$ cat src/rtl/ocram_wbuf_bridge_pkg.sv
// ocram_wbuf_bridge_pkg: shared definitions for the on-chip RAM write-buffer bridge.
// Write-buffer entry layout is {addr, byteenable, data} with data at the LSB end.
package ocram_wbuf_bridge_pkg;

    // Which requester owns the RAM port this cycle
    typedef enum logic [1:0] {
        GNT_IDLE  = 2'd0,
        GNT_READ  = 2'd1,
        GNT_DRAIN = 2'd2
    } grant_t;

    localparam int ENT_DATA_LSB = 0;

    function automatic int ent_be_lsb(input int data_w);
        return data_w;
    endfunction

    function automatic int ent_addr_lsb(input int data_w);
        return data_w + data_w / 8;
    endfunction

    function automatic int ent_width(input int addr_w, input int data_w);
        return addr_w + data_w + data_w / 8;
    endfunction

    // Index bits plus one wrap bit so full and empty are distinguishable
    function automatic int ptr_width(input int depth);
        return $clog2(depth) + 1;
    endfunction

endpackage

$ cat src/rtl/ocram_wbuf_bridge_fifo.sv
// ocram_wbuf_bridge_fifo: register-array write buffer. Besides the head entry it
// exposes a valid flag and the address of every slot so the top can detect
// read-after-write hazards against all queued writes at once.
module ocram_wbuf_bridge_fifo
    import ocram_wbuf_bridge_pkg::*;
#(
    parameter int ADDR_W = 13,
    parameter int DATA_W = 32,
    parameter int DEPTH  = 4,
    localparam int ENT_W = ent_width(ADDR_W, DATA_W)
) (
    input  logic                    clk,
    input  logic                    reset_n,
    input  logic                    push,
    input  logic [ENT_W-1:0]        push_entry,
    input  logic                    pop,
    output logic                    full,
    output logic                    empty,
    output logic [ENT_W-1:0]        head_entry,
    output logic [DEPTH-1:0]        ent_valid,
    output logic [DEPTH*ADDR_W-1:0] ent_addr
);
    localparam int PTR_W    = ptr_width(DEPTH);
    localparam int IDX_W    = PTR_W - 1;
    localparam int ADDR_LSB = ent_addr_lsb(DATA_W);

    logic [ENT_W-1:0] mem_reg [DEPTH];
    logic [PTR_W-1:0] wr_ptr_reg;
    logic [PTR_W-1:0] rd_ptr_reg;
    logic [PTR_W-1:0] count;

    assign count      = wr_ptr_reg - rd_ptr_reg;
    assign empty      = (wr_ptr_reg == rd_ptr_reg);
    assign full       = (wr_ptr_reg[IDX_W] != rd_ptr_reg[IDX_W]) &&
                        (wr_ptr_reg[IDX_W-1:0] == rd_ptr_reg[IDX_W-1:0]);
    assign head_entry = mem_reg[rd_ptr_reg[IDX_W-1:0]];

    // Pointer advance; queued entries are discarded on reset by equalising pointers
    always_ff @(posedge clk or negedge reset_n) begin
        if (!reset_n) begin
            wr_ptr_reg <= '0;
            rd_ptr_reg <= '0;
        end else begin
            if (push) wr_ptr_reg <= wr_ptr_reg + PTR_W'(1);
            if (pop)  rd_ptr_reg <= rd_ptr_reg + PTR_W'(1);
        end
    end

    // Entry storage; contents are only meaningful while the slot is valid
    always_ff @(posedge clk) begin
        if (push) mem_reg[wr_ptr_reg[IDX_W-1:0]] <= push_entry;
    end

    // A slot is live when its distance from the read pointer is below the fill count
    for (genvar gi = 0; gi < DEPTH; gi++) begin : g_tap
        logic [IDX_W-1:0] offset;
        assign offset = IDX_W'(gi) - rd_ptr_reg[IDX_W-1:0];
        assign ent_valid[gi] = ({1'b0, offset} < count);
        assign ent_addr[gi*ADDR_W +: ADDR_W] = mem_reg[gi][ADDR_LSB +: ADDR_W];
    end

endmodule

$ cat src/rtl/ocram_wbuf_bridge.sv
// ocram_wbuf_bridge: Avalon-MM slave front-end for a single-port on-chip RAM with
// 1-cycle read latency. Writes are posted into a small FIFO and drained when the
// RAM port is free; reads bypass queued writes unless they hit a queued address.
// Define OCRAM_WBUF_STATS_EN to build the read/write/hazard-stall counters; without
// it the stat outputs read 0 and stats_clr is ignored.
module ocram_wbuf_bridge
    import ocram_wbuf_bridge_pkg::*;
#(
    parameter int ADDR_W     = 13,
    parameter int DATA_W     = 32,
    parameter int WBUF_DEPTH = 4
) (
    input  logic                clk,
    input  logic                reset_n,
    input  logic [ADDR_W-1:0]   s_address,
    input  logic                s_read,
    input  logic                s_write,
    input  logic [DATA_W/8-1:0] s_byteenable,
    input  logic [DATA_W-1:0]   s_writedata,
    output logic                s_waitrequest,
    output logic [DATA_W-1:0]   s_readdata,
    output logic                s_readdatavalid,
    output logic [ADDR_W-1:0]   ram_address,
    output logic [DATA_W/8-1:0] ram_byteenable,
    output logic                ram_chipselect,
    output logic                ram_write,
    output logic [DATA_W-1:0]   ram_writedata,
    output logic                ram_clken,
    input  logic [DATA_W-1:0]   ram_readdata,
    input  logic                stats_clr,
    output logic [31:0]         stat_reads,
    output logic [31:0]         stat_writes,
    output logic [31:0]         stat_hazard_stalls
);
    localparam int BE_W     = DATA_W / 8;
    localparam int ENT_W    = ent_width(ADDR_W, DATA_W);
    localparam int BE_LSB   = ent_be_lsb(DATA_W);
    localparam int ADDR_LSB = ent_addr_lsb(DATA_W);

    logic                         fifo_full;
    logic                         fifo_empty;
    logic                         fifo_pop;
    logic [ENT_W-1:0]             push_entry;
    logic [ENT_W-1:0]             head_entry;
    logic [WBUF_DEPTH-1:0]        ent_valid;
    logic [WBUF_DEPTH-1:0]        addr_match;
    logic [WBUF_DEPTH*ADDR_W-1:0] ent_addr;
    logic                         hazard;
    logic                         rd_acc;
    logic                         wr_acc;
    logic                         ready_reg;
    logic                         rdv_reg;
    grant_t                       grant;

    assign push_entry = {s_address, s_byteenable, s_writedata};

    ocram_wbuf_bridge_fifo #(
        .ADDR_W (ADDR_W),
        .DATA_W (DATA_W),
        .DEPTH  (WBUF_DEPTH)
    ) u_fifo (
        .clk        (clk),
        .reset_n    (reset_n),
        .push       (wr_acc),
        .push_entry (push_entry),
        .pop        (fifo_pop),
        .full       (fifo_full),
        .empty      (fifo_empty),
        .head_entry (head_entry),
        .ent_valid  (ent_valid),
        .ent_addr   (ent_addr)
    );

    // A read hits if any live entry carries the same word address (lanes ignored)
    for (genvar gi = 0; gi < WBUF_DEPTH; gi++) begin : g_match
        assign addr_match[gi] = ent_valid[gi] &&
                                (ent_addr[gi*ADDR_W +: ADDR_W] == s_address);
    end
    assign hazard = |addr_match;

    // ready_reg is cleared asynchronously, so requests stall the moment reset asserts
    assign wr_acc        = ready_reg && s_write && !fifo_full;
    assign rd_acc        = ready_reg && s_read && !fifo_full && !hazard;
    assign s_waitrequest = !ready_reg || fifo_full || (s_read && hazard);
    assign fifo_pop      = (grant == GNT_DRAIN);

    // Slave becomes ready on the first clock edge after reset release
    always_ff @(posedge clk or negedge reset_n) begin
        if (!reset_n) ready_reg <= 1'b0;
        else          ready_reg <= 1'b1;
    end

    // RAM port arbitration: a full buffer must drain, otherwise reads go first
    always_comb begin
        grant = GNT_IDLE;
        if (fifo_full)        grant = GNT_DRAIN;
        else if (rd_acc)      grant = GNT_READ;
        else if (!fifo_empty) grant = GNT_DRAIN;
    end

    // Drive the RAM port from the granted source; idle cycles drive zeros
    always_comb begin
        ram_chipselect = 1'b0;
        ram_write      = 1'b0;
        ram_address    = '0;
        ram_byteenable = '0;
        ram_writedata  = '0;
        case (grant)
            GNT_READ: begin
                ram_chipselect = 1'b1;
                ram_address    = s_address;
                ram_byteenable = '1;
            end
            GNT_DRAIN: begin
                ram_chipselect = 1'b1;
                ram_write      = 1'b1;
                ram_address    = head_entry[ADDR_LSB +: ADDR_W];
                ram_byteenable = head_entry[BE_LSB +: BE_W];
                ram_writedata  = head_entry[ENT_DATA_LSB +: DATA_W];
            end
            default: ;
        endcase
    end

    assign ram_clken  = 1'b1;
    assign s_readdata = ram_readdata;

    // readdatavalid follows an accepted read by exactly one cycle, matching RAM latency
    always_ff @(posedge clk or negedge reset_n) begin
        if (!reset_n) rdv_reg <= 1'b0;
        else          rdv_reg <= rd_acc;
    end
    assign s_readdatavalid = rdv_reg;

`ifdef OCRAM_WBUF_STATS_EN
    logic [2:0] stat_evt;
    assign stat_evt = {s_read && hazard && ready_reg, wr_acc, rd_acc};

    for (genvar gi = 0; gi < 3; gi++) begin : g_stat
        logic [31:0] cnt_reg;
        // Saturating event counter with synchronous clear
        always_ff @(posedge clk or negedge reset_n) begin
            if (!reset_n)
                cnt_reg <= '0;
            else if (stats_clr)
                cnt_reg <= '0;
            else if (stat_evt[gi] && (cnt_reg != 32'hFFFF_FFFF))
                cnt_reg <= cnt_reg + 32'd1;
        end
    end

    assign stat_reads         = g_stat[0].cnt_reg;
    assign stat_writes        = g_stat[1].cnt_reg;
    assign stat_hazard_stalls = g_stat[2].cnt_reg;
`else
    logic unused_stats_clr;
    assign unused_stats_clr   = stats_clr;
    assign stat_reads         = '0;
    assign stat_writes        = '0;
    assign stat_hazard_stalls = '0;
`endif

endmodule

$ cat config.mk
export PLATFORM = sky130hd
export DESIGN_NAME = ocram_wbuf_bridge
export DESIGN_NICKNAME = d
export VERILOG_FILES = /design/src/rtl/ocram_wbuf_bridge_pkg.sv /design/src/rtl/ocram_wbuf_bridge_fifo.sv /design/src/rtl/ocram_wbuf_bridge.sv
export SDC_FILE = /design/constraint.sdc
export NUM_CORES = 1
export LEC_CHECK = 0
export ABC_AREA = 0
export CELL_PAD_IN_SITES_DETAIL_PLACEMENT = 0
export CELL_PAD_IN_SITES_GLOBAL_PLACEMENT = 1
export CORE_MARGIN = 4
export CORE_UTILIZATION = 40
export DETAILED_ROUTE_END_ITERATION = 7
export HOLD_SLACK_MARGIN = 0.03
export PLACE_DENSITY = 0.79
export SLEW_MARGIN = 10
export SYNTH_ARGS = -nofsm -noshare
export SYNTH_HDL_FRONTEND = slang
export SYNTH_SLANG_ARGS = --single-unit
$ cat constraint.sdc
create_clock -name clk -period 5 [get_ports clk]
set_input_delay 0.75 -clock clk [delete_from_list [all_inputs] [get_ports clk]]
set_output_delay 0.75 -clock clk [all_outputs]
set_load 0.01 [all_outputs]
# --- Word-level counts from Yosys, hierarchy flattened ---
# Memories as Yosys holds them, arrays and structs flattened.
# Cells that the tools add are included.
word_totals:
  n_memories: 1
  mem_bits_rw: 196
  word_cells: 53
  ff_bits: 8
  out_inout_bits: 182
classes:
  magnitude_cmp: 4
  eq_ne: 9
  muxes: 10
  n_reduce_logical: 18
  addsub: 7
memory_table:
  columns: ["name", "depth", "word_bits", "rd", "rd_ports_with_merged_regs", "write_ports", "line", "text"]
  rows:
  - ["u_fifo.mem_reg", 4, 49, 5, 0, 1, "ocram_wbuf_bridge_fifo.sv:27", "logic [ENT_W-1:0] mem_reg [DEPTH];"]
op_table:
  columns: ["operator", "n"]
  rows:
  - ["$eq A13 B13 Y1", 4]
  - ["$mux W32", 1]
  - ["$pmux W13 S2", 1]
  - ["$lt A2 B3 Y1", 4]
  - ["$logic_and A1 B1 Y1", 11]
  - ["$pmux W4 S2", 1]
  - ["$add A3 B1 Y3 const B", 2]
  - ["$mux W2", 3]
  - ["$mux W1", 4]
  - ["$reduce_or A4 Y1", 1]
  - ["$sub A1 B2 Y2 const A", 2]
  - ["$sub A2 B2 Y2 const A", 2]
  - ["$eq A3 B3 Y1", 1]
  - ["$logic_not A1 Y1", 3]
  - ["$sub A3 B3 Y3", 1]
  - ["$eq A2 B1 Y1 const B", 1]
  - ["$eq A2 B2 Y1", 1]
  - ["$eq A2 B2 Y1 const B", 1]
  - ["$logic_or A1 B1 Y1", 2]
  - ["$reduce_or A2 Y1", 1]
  - ["$ne A1 B1 Y1", 1]

# --- Logic depth before layout (Yosys ltp) ---
# Gate-level depths: netlist of run 1.
depth:
  depth_word: 11
  ltp_mapped: 13
  mapped_depth_nobuf: 12

# --- Cells and area by module ---
# From an unflattened synthesis of run 1, not the netlist that was laid out.
hier_totals:
  cells_unflattened: 672
  area_unflattened_um2: 10329.9
by_module_without_submodules:
  columns: ["mod", "cells_per_inst", "seq_area_each_um2", "area_per_inst_um2", "instances"]
  rows:
  - ["ocram_wbuf_bridge_fifo", 363, 6035.8, 8065.2, 1]
  - ["ocram_wbuf_bridge", 309, 50.0, 2264.7, 1]

# --- Worst setup path before layout of run 1 ---
# No wires, ideal clock.
synth_path:
  path_type: "register -> output"
  from: "reg u_fifo.rd_ptr_reg[1]"
  to: "out ram_address[10]"
  arrival_time_ns: 3.139
  path_buffers: 3
  path_slack_ns: 1.111
  path_stages_with_launch: 14
  cell_sequence: "dfrtp_1 -> clkbuf_1 -> clkbuf_1 -> inv_1 -> fa_1 -> inv_1 -> ha_1 -> nor2b_1 -> o21ai_1 -> a22oi_2 -> o211ai_4 -> nor2_8 -> buf_6 -> mux2i_1"
synth_between:
  elab_chain_len: 10
  word_cells_on_any_way: 28
  classes_between: "add/sub: 5; order compare: 4; eq/ne: 4; mux: 4; reduce/logical: 10; memory: 1"
synth_rtl:
  columns: ["item", "line", "text"]
  rows:
  - ["start: declaration", "ocram_wbuf_bridge_fifo.sv:29", "logic [PTR_W-1:0] rd_ptr_reg;"]
  - ["start signal: assignment", "ocram_wbuf_bridge_fifo.sv:45", "if (pop) rd_ptr_reg <= rd_ptr_reg + PTR_W'(1);"]
  - ["$sub A3 B3 Y3, or another cell as far along", "ocram_wbuf_bridge_fifo.sv:32", "assign count = wr_ptr_reg - rd_ptr_reg;"]
  - ["$lt A2 B3 Y1", "ocram_wbuf_bridge_fifo.sv:58", "assign ent_valid[gi] = ({1'b0, offset} < count);"]
  - ["$logic_and A1 B1 Y1", "ocram_wbuf_bridge.sv:76", "assign addr_match[gi] = ent_valid[gi] &&"]
  - ["$reduce_or A4 Y1", "ocram_wbuf_bridge.sv:79", "assign hazard = |addr_match;"]
  - ["$logic_not A1 Y1", "ocram_wbuf_bridge.sv:83", "assign rd_acc = ready_reg && s_read && !fifo_full && !hazard;"]
  - ["$logic_and A1 B1 Y1 (*)", "ocram_wbuf_bridge.sv:83", null]
  - ["named net rd_acc", "ocram_wbuf_bridge.sv:49", "logic rd_acc;"]
  - ["$mux W2 (*)", "ocram_wbuf_bridge.sv:97", "else if (rd_acc) grant = GNT_READ;"]
  - ["$mux W2 (*)", "ocram_wbuf_bridge.sv:96", "if (fifo_full) grant = GNT_DRAIN;"]
  - ["$eq A2 B2 Y1 or $eq A2 B1 Y1 (tied branches)", "ocram_wbuf_bridge.sv:108", "case (grant)"]
  - ["$pmux W13 S2 (*)", "ocram_wbuf_bridge.sv:108", null]
  - ["end: declaration", "ocram_wbuf_bridge.sv:23", "output logic [ADDR_W-1:0] ram_address,"]
# The timed path passes the listed nets; every way through them passes the cells marked *.

# --- Worst setup path after layout of run 1 ---
layout_path:
  from: "reg u_fifo.wr_ptr_reg[0]"
  to: "out ram_writedata[12]"
layout_between:
  elab_chain_len: 10
  word_cells_on_any_way: 22
  classes_between: "add/sub: 1; order compare: 4; eq/ne: 3; mux: 4; reduce/logical: 10"
layout_rtl:
  columns: ["item", "line", "text"]
  rows:
  - ["start: declaration", "ocram_wbuf_bridge_fifo.sv:28", "logic [PTR_W-1:0] wr_ptr_reg;"]
  - ["start signal: assignment", "ocram_wbuf_bridge_fifo.sv:44", "if (push) wr_ptr_reg <= wr_ptr_reg + PTR_W'(1);"]
  - ["$sub A3 B3 Y3", "ocram_wbuf_bridge_fifo.sv:32", null]
  - ["$lt A2 B3 Y1", "ocram_wbuf_bridge_fifo.sv:58", null]
  - ["$logic_and A1 B1 Y1", "ocram_wbuf_bridge.sv:76", null]
  - ["$reduce_or A4 Y1", "ocram_wbuf_bridge.sv:79", null]
  - ["$logic_not A1 Y1", "ocram_wbuf_bridge.sv:83", null]
  - ["$logic_and A1 B1 Y1", "ocram_wbuf_bridge.sv:83", null]
  - ["$mux W2", "ocram_wbuf_bridge.sv:97", null]
  - ["$mux W2 (*)", "ocram_wbuf_bridge.sv:96", null]
  - ["$eq A2 B2 Y1 (*)", "ocram_wbuf_bridge.sv:108", null]
  - ["$mux W32 (*)", "ocram_wbuf_bridge.sv:108", null]
  - ["end: declaration", "ocram_wbuf_bridge.sv:27", "output logic [DATA_W-1:0] ram_writedata,"]
# Every way passes the cells marked *; elsewhere a longest branch is shown, timed or not.

==> impl_results.md, run 1 <==
* Fraction of registers with async set/reset at 3.92%
* Count of yosys warnings during synthesis at 0
* Sum of met3 wire segment lengths after detailed routing at 1.60 mm
* Startpoint Class: flop
* Worst-path clk slew at 0.07 ns
* Worst setup path class: reg2out
* Total Wirelength at 20.1 mm
* Outcome: completed
* Die X at 165 um
* Max Cap Viol at 0
* Cell Chain, Critical Path: inv_1 > ha_1 > inv_1 > fa_1 > inv_1 > ha_1 > nor2b_1 > o21ai_0 > a22oi_2 > o211ai_4 > buf_4 > o21ai_4 > buf_12 > nor2b_1 > clkdlybuf4s50_1
* I/O pin count at 268
* Aggregate negative setup slack at 0 ns
* CP required at 4.25 ns
* Fraction of layout cells with a size suffix above 1 at 16.3%
* Count of antenna-violating nets left after detailed routing at 0
* Max Slew Vio Count at 0
* Clock tree from TritonCTS: built
* Clock latency at the later pin of the worst-skew pair at 0.50 ns
* Uppermost routed layer: met5
* Detailed-route wire length on metal 1 at 8.00 mm
* Netlist cell types at 38
* Synthesized area divided by synthesized cell count at 15.9 um^2
* Flip-flop count of the largest register after layout at 196
* Clock Root Buffer: clkbuf_16
* Number of buffers inserted by port buffering at 105
* Via density per instance at 4.71
* Per-cell routed wire length at 19.2 um
* Number of synthesized register bits at 204
* Gr ovfl total at 0
* Unrepaired setup endpoints after global routing: no
* Antenna violations before repair at 1
* Crit-path leading delay family: buffers and inverters
* Synth Flop Type: edfxtp_1
* First-iteration detailed-routing DRC count at 250
* Highest ir drop seen on vdd at 0.000354 V
* Cell type of the slowest stage on the worst timing path: clkdlybuf4s50_1
* Number of rows created at floorplan at 57
* Final nets at 807
* Minimum clock period after layout at 4.74 ns
* Initial Util at 40.6%
* Number of global-route vias before repair at 5165
* Critical Path Sink Type: output port
* Final Power at 6.51 mW
* EDFF count, synth at 196
* Final cell count without fillers at 1043
* Post-Layout Inst Area at 0.0115 mm^2
* Total placed cells including tap cells at 994
* Overall die area at 0.0273 mm^2
* Path type of the worst min-delay path: reg2reg
* DR pass1 iterations at 4
* Arrival @ worst endpoint at 3.99 ns
* Sum of met2 wire segment lengths after detailed routing at 10.0 mm
* Placed inst area at 0.0107 mm^2
* Max transition margin at 46.1%
* Antenna Diode Count at 0
* First-pass GRT wire length at 29.9 mm
* Maximum buffer depth of the clock tree at 3
* Synth-to-layout area growth at 16.2%
* Delay of the slowest cell on the worst path at 0.59 ns
* Die Y at 165 um
* Clock sinks at 204
* Post-route clock period utilization at 94.8%
* Static power due to leakage at 4.01 nW
* Overall routing resource usage at 14.5%
* Gate count of the mapped netlist at 620
* Residual DRC at 0
* Buffers and inverters on the worst path at 6
* Final Core Density at 47.2%
* Share of synthesized area occupied by flip-flops and latches at 61.6%
* Setup-failing EPs final at 0
* RD Place Congestion at 0.790
* Pwr per Cell Area at 567 mW/mm^2
* Max Fanout on Critical Path at 18
* Mapped cell area at 0.00987 mm^2
* CORE AREA at 0.0243 mm^2
* Vias at 4908
* Setup Skew at 0.0212 ns
* Largest net degree at the start of global routing at 51
* Max Freq at 211 MHz
* Actual transition at the worst max-transition pin at 0.808 ns
* Total half-perimeter wirelength after legalization and detailed placement at 12.4 mm
* Final-report hold violation count at 0
* Library cell appearing most often on the critical path: inv_1
* Maximum level of the CTS H-tree at 1
* Total CTS buffers at 22
## layout make-up
type,count,area (um^2)
multi-input combinational,331,2970
inverter,22,82.6
clock buffer,27,569
clock inverter,10,61.3
fill,2095,12900
sequential,204,6090
timing repair buffer,125,1290
tap,324,405
## cells in the mapped netlist, types with 2 or more instances
library cell | count | area share [%]
nor4_1 | 2 | 0.13
xnor2_1 | 55 | 4.9
nor2_1 | 3 | 0.11
nor2b_1 | 34 | 2.2
nand4_1 | 8 | 0.51
ha_1 | 14 | 1.8
buf_2 | 16 | 0.81
mux4_2 | 49 | 11
mux2i_1 | 14 | 1.4
edfxtp_1 | 196 | 60
nor4_2 | 2 | 0.25
buf_6 | 2 | 0.23
dfrtp_1 | 8 | 2.0
a21o_1 | 4 | 0.30
nand2_1 | 22 | 0.84
clkbuf_1 | 11 | 0.42
buf_4 | 130 | 9.9
and3_1 | 4 | 0.25
inv_1 | 22 | 0.84
nand3_1 | 5 | 0.25
conb_1 | 2 | 0.076
## power by group
part | leakage (nW) | switching [mW] | internal (mW)
Combinational | 1.83 | 1.39 | 1.48
Clock | 0.311 | 0.617 | 0.807
Sequential | 1.87 | 0.0834 | 2.12
Total | 4.01 | 2.09 | 4.41
## stage by stage
step                      setup slack, ns  hold WS, ns
after floorplan                      1.11        0.454
after global placement              0.306        0.512
after detailed placement            0.287        0.517
after CTS                        -0.00645        0.528
after global routing              0.00827        0.549
final                               0.258        0.529
## logic make-up (layout without fill, tap and decap cells)
kind of cell             after synthesis  after routing  share of synthesized area [%]
multiplexers                          64             64                           12.7
adder cells (fa/ha/maj)               15             15                           1.98
buffers and inverters                182            184                           12.2
other                                  2             98                         0.0761
AO/OA/AOI/OAI                         13             14                           1.19
AND/OR/NAND/NOR                       82             82                           4.77
XOR/XNOR                              58             58                           5.41
flip-flops                           204            204                           61.6
## final timing paths
| kind | slack [ns] | start | to | cells past startpoint |
|---|---|---|---|---|
| max | 0.26 | u_fifo.wr_ptr_reg[0]$_DFFE_PN0P_ | ram_writedata[12] | 15 |
| min | 0.53 | u_fifo.wr_ptr_reg[2]$_DFFE_PN0P_ | u_fifo.wr_ptr_reg[2]$_DFFE_PN0P_ | 1 |
| max reg2reg | 1.95 | u_fifo.wr_ptr_reg[0]$_DFFE_PN0P_ | u_fifo.rd_ptr_reg[1]$_DFFE_PN0N_ | 14 |
| min reg2reg | 0.53 | u_fifo.wr_ptr_reg[2]$_DFFE_PN0P_ | u_fifo.wr_ptr_reg[2]$_DFFE_PN0P_ | 1 |
| max in group asynchronous | 4.14 | reset_n | u_fifo.rd_ptr_reg[1]$_DFFE_PN0N_ | 1 |
| min in group asynchronous | 0.54 | reset_n | u_fifo.rd_ptr_reg[0]$_DFFE_PN0N_ | 1 |
## layer usage
metal	vias up	global-route usage [%]
li1	2201	-
met1	2463	17.9
met2	193	25.4
met3	49	3.82
met4	2	3.59
met5	-	0
## repair_timing
| action | CTS | global route |
|---|---|---|
| gates resized for setup | 1 | 2 |
| setup endpoints to repair | 33 | 51 |
| hold endpoints to repair | 0 | 0 |
| pin swaps | 1 | 4 |
| hold buffers | 0 | 0 |
| gates cloned | 1 | 0 |
| buffers inserted | 0 | 11 |
## placed cells by master (no fill, tap or decap), types with 2 or more instances in the layout
cell             netlist  layout
a21o_1                 4       4
a22oi_2                1       2
and3_2                 0       4
buf_12                 0       7
buf_4                130      13
clkbuf_1              11       5
clkbuf_16              0      22
clkdlybuf4s50_1        0     104
clkinv_1               0       2
clkinv_2               0       6
conb_1                 2      98
dfrtp_1                8       6
edfxtp_1             196     196
ha_1                  14      14
inv_1                 22      22
mux2i_1               14      14
mux4_2                49      49
nand2_1               22      22
nand3_1                5       5
nand4_1                8       8
nor2_1                 3       3
nor2b_1               34      34
nor4_1                 2       2
nor4_2                 2       2
o21ai_4                1       2
xnor2_1               55      55
No activity file was read; power rests on OpenSTA's default activity.
==> run 2: changes to the inputs <==
--- a/config.mk
+++ b/config.mk
@@ -17,3 +17,4 @@
 export SYNTH_ARGS = -nofsm -noshare
 export SYNTH_HDL_FRONTEND = slang
 export SYNTH_SLANG_ARGS = --single-unit
+export TNS_END_PERCENT = 10
==> run 2 against run 1 <==
Compared with the run above:
- maximum frequency hardly changed
- critical path depth stayed put
- via count is 0.24% lower
- setup slack better by 0.00099 ns
- clock-buffer cell count stayed put
- hold slack hardly changed
==> impl_results.md, run 2 (synthesized netlist as in run 1, its figures left out) <==
* Final Core Density at 47.0%
* Max Freq at 211 MHz
* Fillers at 2098
* Largest net degree at the start of global routing at 51
* Worst hold slack after final layout at 0.529 ns
* Pwr per Cell Area at 565 mW/mm^2
* Antenna violations before repair at 1
* Commonest cells after routing, fill and taps aside: edfxtp_1, clkdlybuf4s50_1, conb_1
* Count of hold-fix buffers inserted at cts at 0
* Per-cell routed wire length at 19.3 um
* I/O pin count at 268
* Total half-perimeter wirelength after legalization and detailed placement at 12.4 mm
* Multi-input gate area in the final layout at 0.00297 mm^2
* Maximum level of the CTS H-tree at 1
* Worst-path clk slew at 0.07 ns
* Die Y at 165 um
* Outcome: completed
* Critical Path Sink Type: output port
* Minimum clock period after layout at 4.74 ns
* Minimum setup slack in the final design at 0.259 ns
* Flip-flop count of the largest register after layout at 196
* Final nets at 805
* Unrepaired setup endpoints after global routing: no
* Gr ovfl total at 0
* Worst slack at placement at 0.287 ns
* Number of buffers inserted by port buffering at 105
* Max Cap Viol at 0
* Overall die area at 0.0273 mm^2
* Post-route clock period utilization at 94.8%
* Antenna Diode Count at 0
* Fraction of layout cells with a size suffix above 1 at 16.2%
* Synth-to-layout area growth at 15.9%
* Initial Util at 40.6%
* Worst setup path class: reg2out
* Vias at 4896
* Overall routing resource usage at 14.5%
* Total Wirelength at 20.0 mm
* Clock sinks at 204
* Most common cell after layout, fill and taps aside: edfxtp_1
* Highest ir drop seen on vdd at 0.000353 V
* Max Slew Vio Count at 0
* Path type of the worst min-delay path: reg2reg
* CP required at 4.25 ns
* Worst reg2reg path endpoint: u_fifo.rd_ptr_reg[1]$_DFFE_PN0N_
* First-iteration detailed-routing DRC count at 228
* Setup-failing EPs final at 0
* Die X at 165 um
* Final-report hold violation count at 0
* First-pass GRT wire length at 29.9 mm
* Max Fanout on Critical Path at 18
* Total placed cells including tap cells at 994
* Critical path origin: u_fifo.wr_ptr_reg[0]$_DFFE_PN0P_
* Number of global-route vias before repair at 5165
* Number of cells traversed by the worst register-to-register path at 12
* Setup Skew at 0.0205 ns
* Via density per instance at 4.70
* Final cell count without fillers at 1041
* Max transition margin at 46.5%
* Arrival @ worst endpoint at 3.99 ns
* CORE AREA at 0.0243 mm^2
* Clock tree from TritonCTS: built
* Actual transition at the worst max-transition pin at 0.802 ns
* Clock latency at the later pin of the worst-skew pair at 0.50 ns
* Aggregate negative setup slack at 0 ns
* Count of antenna-violating nets left after detailed routing at 0
* R2R Setup Slk at 1.83 ns
* Residual DRC at 0
* Total CTS buffers at 22
* DR pass1 iterations at 4
* Number of rows created at floorplan at 57
* Clock Root Buffer: clkbuf_16
* Startpoint Class: flop
* Static power due to leakage at 4.01 nW
* Storage cell area at 0.00609 mm^2
* Critical R2R Launch: u_fifo.wr_ptr_reg[0]$_DFFE_PN0P_
* Last element of the critical path: ram_writedata[1]
* RD Place Congestion at 0.790
* Maximum buffer depth of the clock tree at 3
* Critical hold path startpoint: u_fifo.wr_ptr_reg[2]$_DFFE_PN0P_
==> run 2: cell count changes in the layout (fill, tap and decap cells not counted), sizes merged <==
cell           change
dlymetal6s2s       +1
clkdlybuf4s50      -1
buf                -2
==> run 2: critical path, stage by stage, from the launching register on <==
cell and delay (ns):
dfrtp_1 0.46, inv_2 0.12, ha_1 0.14, inv_1 0.05
fa_1 0.47, inv_1 0.09, ha_1 0.29, nor2b_1 0.12
o21ai_0 0.18, a22oi_2 0.10, o211ai_4 0.19, buf_4 0.21
o21ai_4 0.06, buf_12 0.18, nor2b_1 0.21, clkdlybuf4s50_1 0.61
==> run 2: layout make-up <==
type                    count  area share [%]
clock buffers              27            4.98
clock inverters            10           0.536
inverters                  22           0.722
multi-input cells         331            25.9
flip-flops and latches    204            53.2
well taps                 324            3.54
repair buffers            123            11.1
==> run 2: how the worst min path moves through the flow <==
| stage | endpoint | slack (ns) | cells past startpoint |
|---|---|---|---|
| after floorplan | ready_reg$_DFF_PN0_ | 0.45 | 0 |
| after global placement | u_fifo.wr_ptr_reg[2]$_DFFE_PN0P_ | 0.51 | 1 |
| after detailed placement | u_fifo.wr_ptr_reg[2]$_DFFE_PN0P_ | 0.52 | 1 |
| after CTS | u_fifo.wr_ptr_reg[2]$_DFFE_PN0P_ | 0.53 | 1 |
| after global routing | u_fifo.wr_ptr_reg[2]$_DFFE_PN0P_ | 0.55 | 1 |
| final | u_fifo.wr_ptr_reg[2]$_DFFE_PN0P_ | 0.53 | 1 |
==> run 2: power breakdown <==
group | total (mW) | internal [mW] | switching (mW)
Combinational | 2.84 | 1.45 | 1.39
Clock | 1.42 | 0.807 | 0.616
Sequential | 2.20 | 2.12 | 0.0842
==> run 2: timing repair <==
item                                    in CTS  in global routing
cloned                                       1                  0
buffers inserted                             0                  9
pin swaps                                    1                  4
endpoints found under the setup margin      33                 51
resized for setup                            1                  4
==> run 2: metal layers <==
metal  part of all wire, %  wire length, um  global-route usage [%]  vias to the layer above
met5                 0.065               13                       0                        -
met4                   2.1              427                    3.59                        2
met3                   7.9             1590                    3.82                       48
met2                    50            10000                    25.4                      190
met1                    40             7970                    17.9                     2459
li1                      -                -                       -                     2197
==> run 2: metrics by stage <==
| step | power [mW] | cell area [um^2] |
|---|---|---|
| after global routing | 6.87 | 11400 |
| final | 6.47 | 11400 |
| after global placement | 4.99 | 10700 |
| after CTS | 6.52 | 11300 |
| after detailed placement | 5.04 | 10700 |
| after floorplan | 3.95 | 10200 |
==> edit: new RTL, config.mk and constraints of run 1 <==
`DATA_W` is set to 32 in 2 places; all go to 48.
--- a/src/rtl/ocram_wbuf_bridge_fifo.sv
+++ b/src/rtl/ocram_wbuf_bridge_fifo.sv
@@ -5,7 +5,7 @@
     import ocram_wbuf_bridge_pkg::*;
 #(
     parameter int ADDR_W = 13,
-    parameter int DATA_W = 32,
+    parameter int DATA_W = 48,
     parameter int DEPTH  = 4,
     localparam int ENT_W = ent_width(ADDR_W, DATA_W)
 ) (
--- a/src/rtl/ocram_wbuf_bridge.sv
+++ b/src/rtl/ocram_wbuf_bridge.sv
@@ -7,7 +7,7 @@
     import ocram_wbuf_bridge_pkg::*;
 #(
     parameter int ADDR_W     = 13,
-    parameter int DATA_W     = 32,
+    parameter int DATA_W     = 48,
     parameter int WBUF_DEPTH = 4
 ) (
     input  logic                clk,
Interface: changed (6 resized); port bits go from 268 to 336. No check against the original RTL was run, so the function may have changed too.
==> edit against run 1 <==
- hold slack lost 0.043 ns
- die area grew 29%
- routed wire length grew 35%
- synthesized area grew 30%
- worst setup slack lost 0.079 ns
- clock power grew 65%
- first-iteration DRC count grew 12%
- sequential power grew 35%
- power grew 37%
- final area grew 32%
- largest power group unchanged
- sequential cell count grew 72
==> edit: results (changes against run 1) <==
- CLK BUF: 32 (was 27)
- Non-clock buffer share: 10.6% (was 11.3%)
- Nets: 1011 (was 807)
- Final WL: 27000 um (was 20100 um)
- Max FO, Critical Path: 13 (was 18)
- Vias in the first global route: 6883 (was 5165)
- Uppermost layer routed: met4 (was met5)
- Status: finished, final reports clean (unchanged)
- Sequential area share after synthesis: 64.2% (was 61.6%)
- Async SR Flop Fraction: 2.90% (was 3.92%)
- M1 GR Usage: 18.9% (was 17.9%)
- Num tapcells: 402 (was 324)
- Library cells used by synthesis: 40 (was 38)
- Vias: 6455 (was 4908)
- Worst reg2reg endpoint: u_fifo.mem_reg[3][55]$_DFFE_PP_ (was u_fifo.rd_ptr_reg[1]$_DFFE_PN0N_)
- Average size of a mapped cell: 16.5 sq um (was 15.9 sq um)
- Ratio of cells with drive above 1 in the final layout: 16.1% (was 16.3%)
- Multi-input gates: 384 (was 331)
- Metal3 WL: 2250 um (was 1600 um)
- Buffers excl. clock: 162 (was 125)
- M3 GR Usage: 4.35% (was 3.82%)
- Inverters: 23 (was 22)
- Crit path to: ram_address[6] (was ram_writedata[12])
- Multi-input combinational area share: 23.9% (was 25.9%)
- Met2 Usage GRT: 25.3% (was 25.4%)
- Fraction of area in registers: 54.6% (was 53.1%)
- Most frequent cells after synthesis: 268 x edfxtp_1, 146 x buf_4, 67 x mux4_2 (was 196 x edfxtp_1, 130 x buf_4, 55 x xnor2_1)
- RR Startpoint: u_fifo.rd_ptr_reg[0]$_DFFE_PN0N_ (was u_fifo.wr_ptr_reg[0]$_DFFE_PN0P_)
- WL met1: 10900 um (was 8000 um)
- Switch share: 31.0% (was 32.2%)
- CP arrival: 4.07 ns (was 3.99 ns)
- PortBufs: 141 (was 105)
- Clock skew: 0.0122 ns (was 0.0212 ns)
- Fin crit period: 4.82 ns (was 4.74 ns)
- DR iter-0 viols: 281 (was 250)
- ClkCell Share: 6.95% (was 5.50%)
- P&R area growth vs syn: 17.7% (was 16.2%)
- Met2 routed WL: 13100 um (was 10000 um)
- Dpl cells: 1243 (was 994)
- Gpl congestion: 0.743 (was 0.790)
- Placed wire-length estimate: 16700 um (was 12400 um)
- Reg2Reg Depth: 7 (was 14)
- WHS: 0.485 ns (was 0.529 ns)
- CTS H-tree depth: 1 (unchanged)
- Num CTS Buffers: 29 (was 22)
- Largest stage delay on the critical path: 0.56 ns (was 0.59 ns)
- Detailed-route vias per instance: 4.96 (was 4.71)
- Fillers: 2656 (was 2095)
- Synth top area cells: edfxtp_1 63%, mux4_2 12%, buf_4 8.5%, nor3b_1 2.8%, xnor2_1 1.9% (was edfxtp_1 60%, mux4_2 11%, buf_4 9.9%, xnor2_1 4.9%, nor2b_1 2.2%)
- Global-route wire length before repair: 41200 um (was 29900 um)
- Antenna violations before repair: 0 (was 1)
- Post-placement cell area: 14000 sq um (was 10700 sq um)
- Clk_lat worst skew: 0.54 ns (was 0.50 ns)
[edit: power groups by stage]
stage | clock [mW] | combinational, mW | sequential [mW]
6_report | 2.34 | 3.59 | 2.96
5_1_grt | 2.51 | 3.91 | 2.98
4_1_cts | 2.40 | 3.68 | 2.96
3_5_place_dp | 0 | 3.64 | 3.01
3_3_place_gp | 0 | 3.62 | 2.99
2_1_floorplan | 0 | 2.14 | 2.99
[edit: timing repair]
action                                  CTS  global route
endpoints found under the hold margin     0             0
endpoints found under the setup margin    2            35
buffers inserted                          4             0
gates resized for setup                   1             5
pin swaps                                 0             1
[edit: cells by family (layout without fill, tap and decap cells)]
family | after synthesis | count (layout) | share of synthesized area, %
and+or+nand+nor | 107 | 107 | 5.30
buffers and inverters | 212 | 239 | 10.6
adders and majority gates | 15 | 15 | 1.52
xor gates and xnor gates | 56 | 56 | 3.82
AOI/OAI and AO/OA | 27 | 27 | 1.58
muxes | 81 | 81 | 12.9
DFF | 276 | 276 | 64.2
other | 2 | 98 | 0.0585
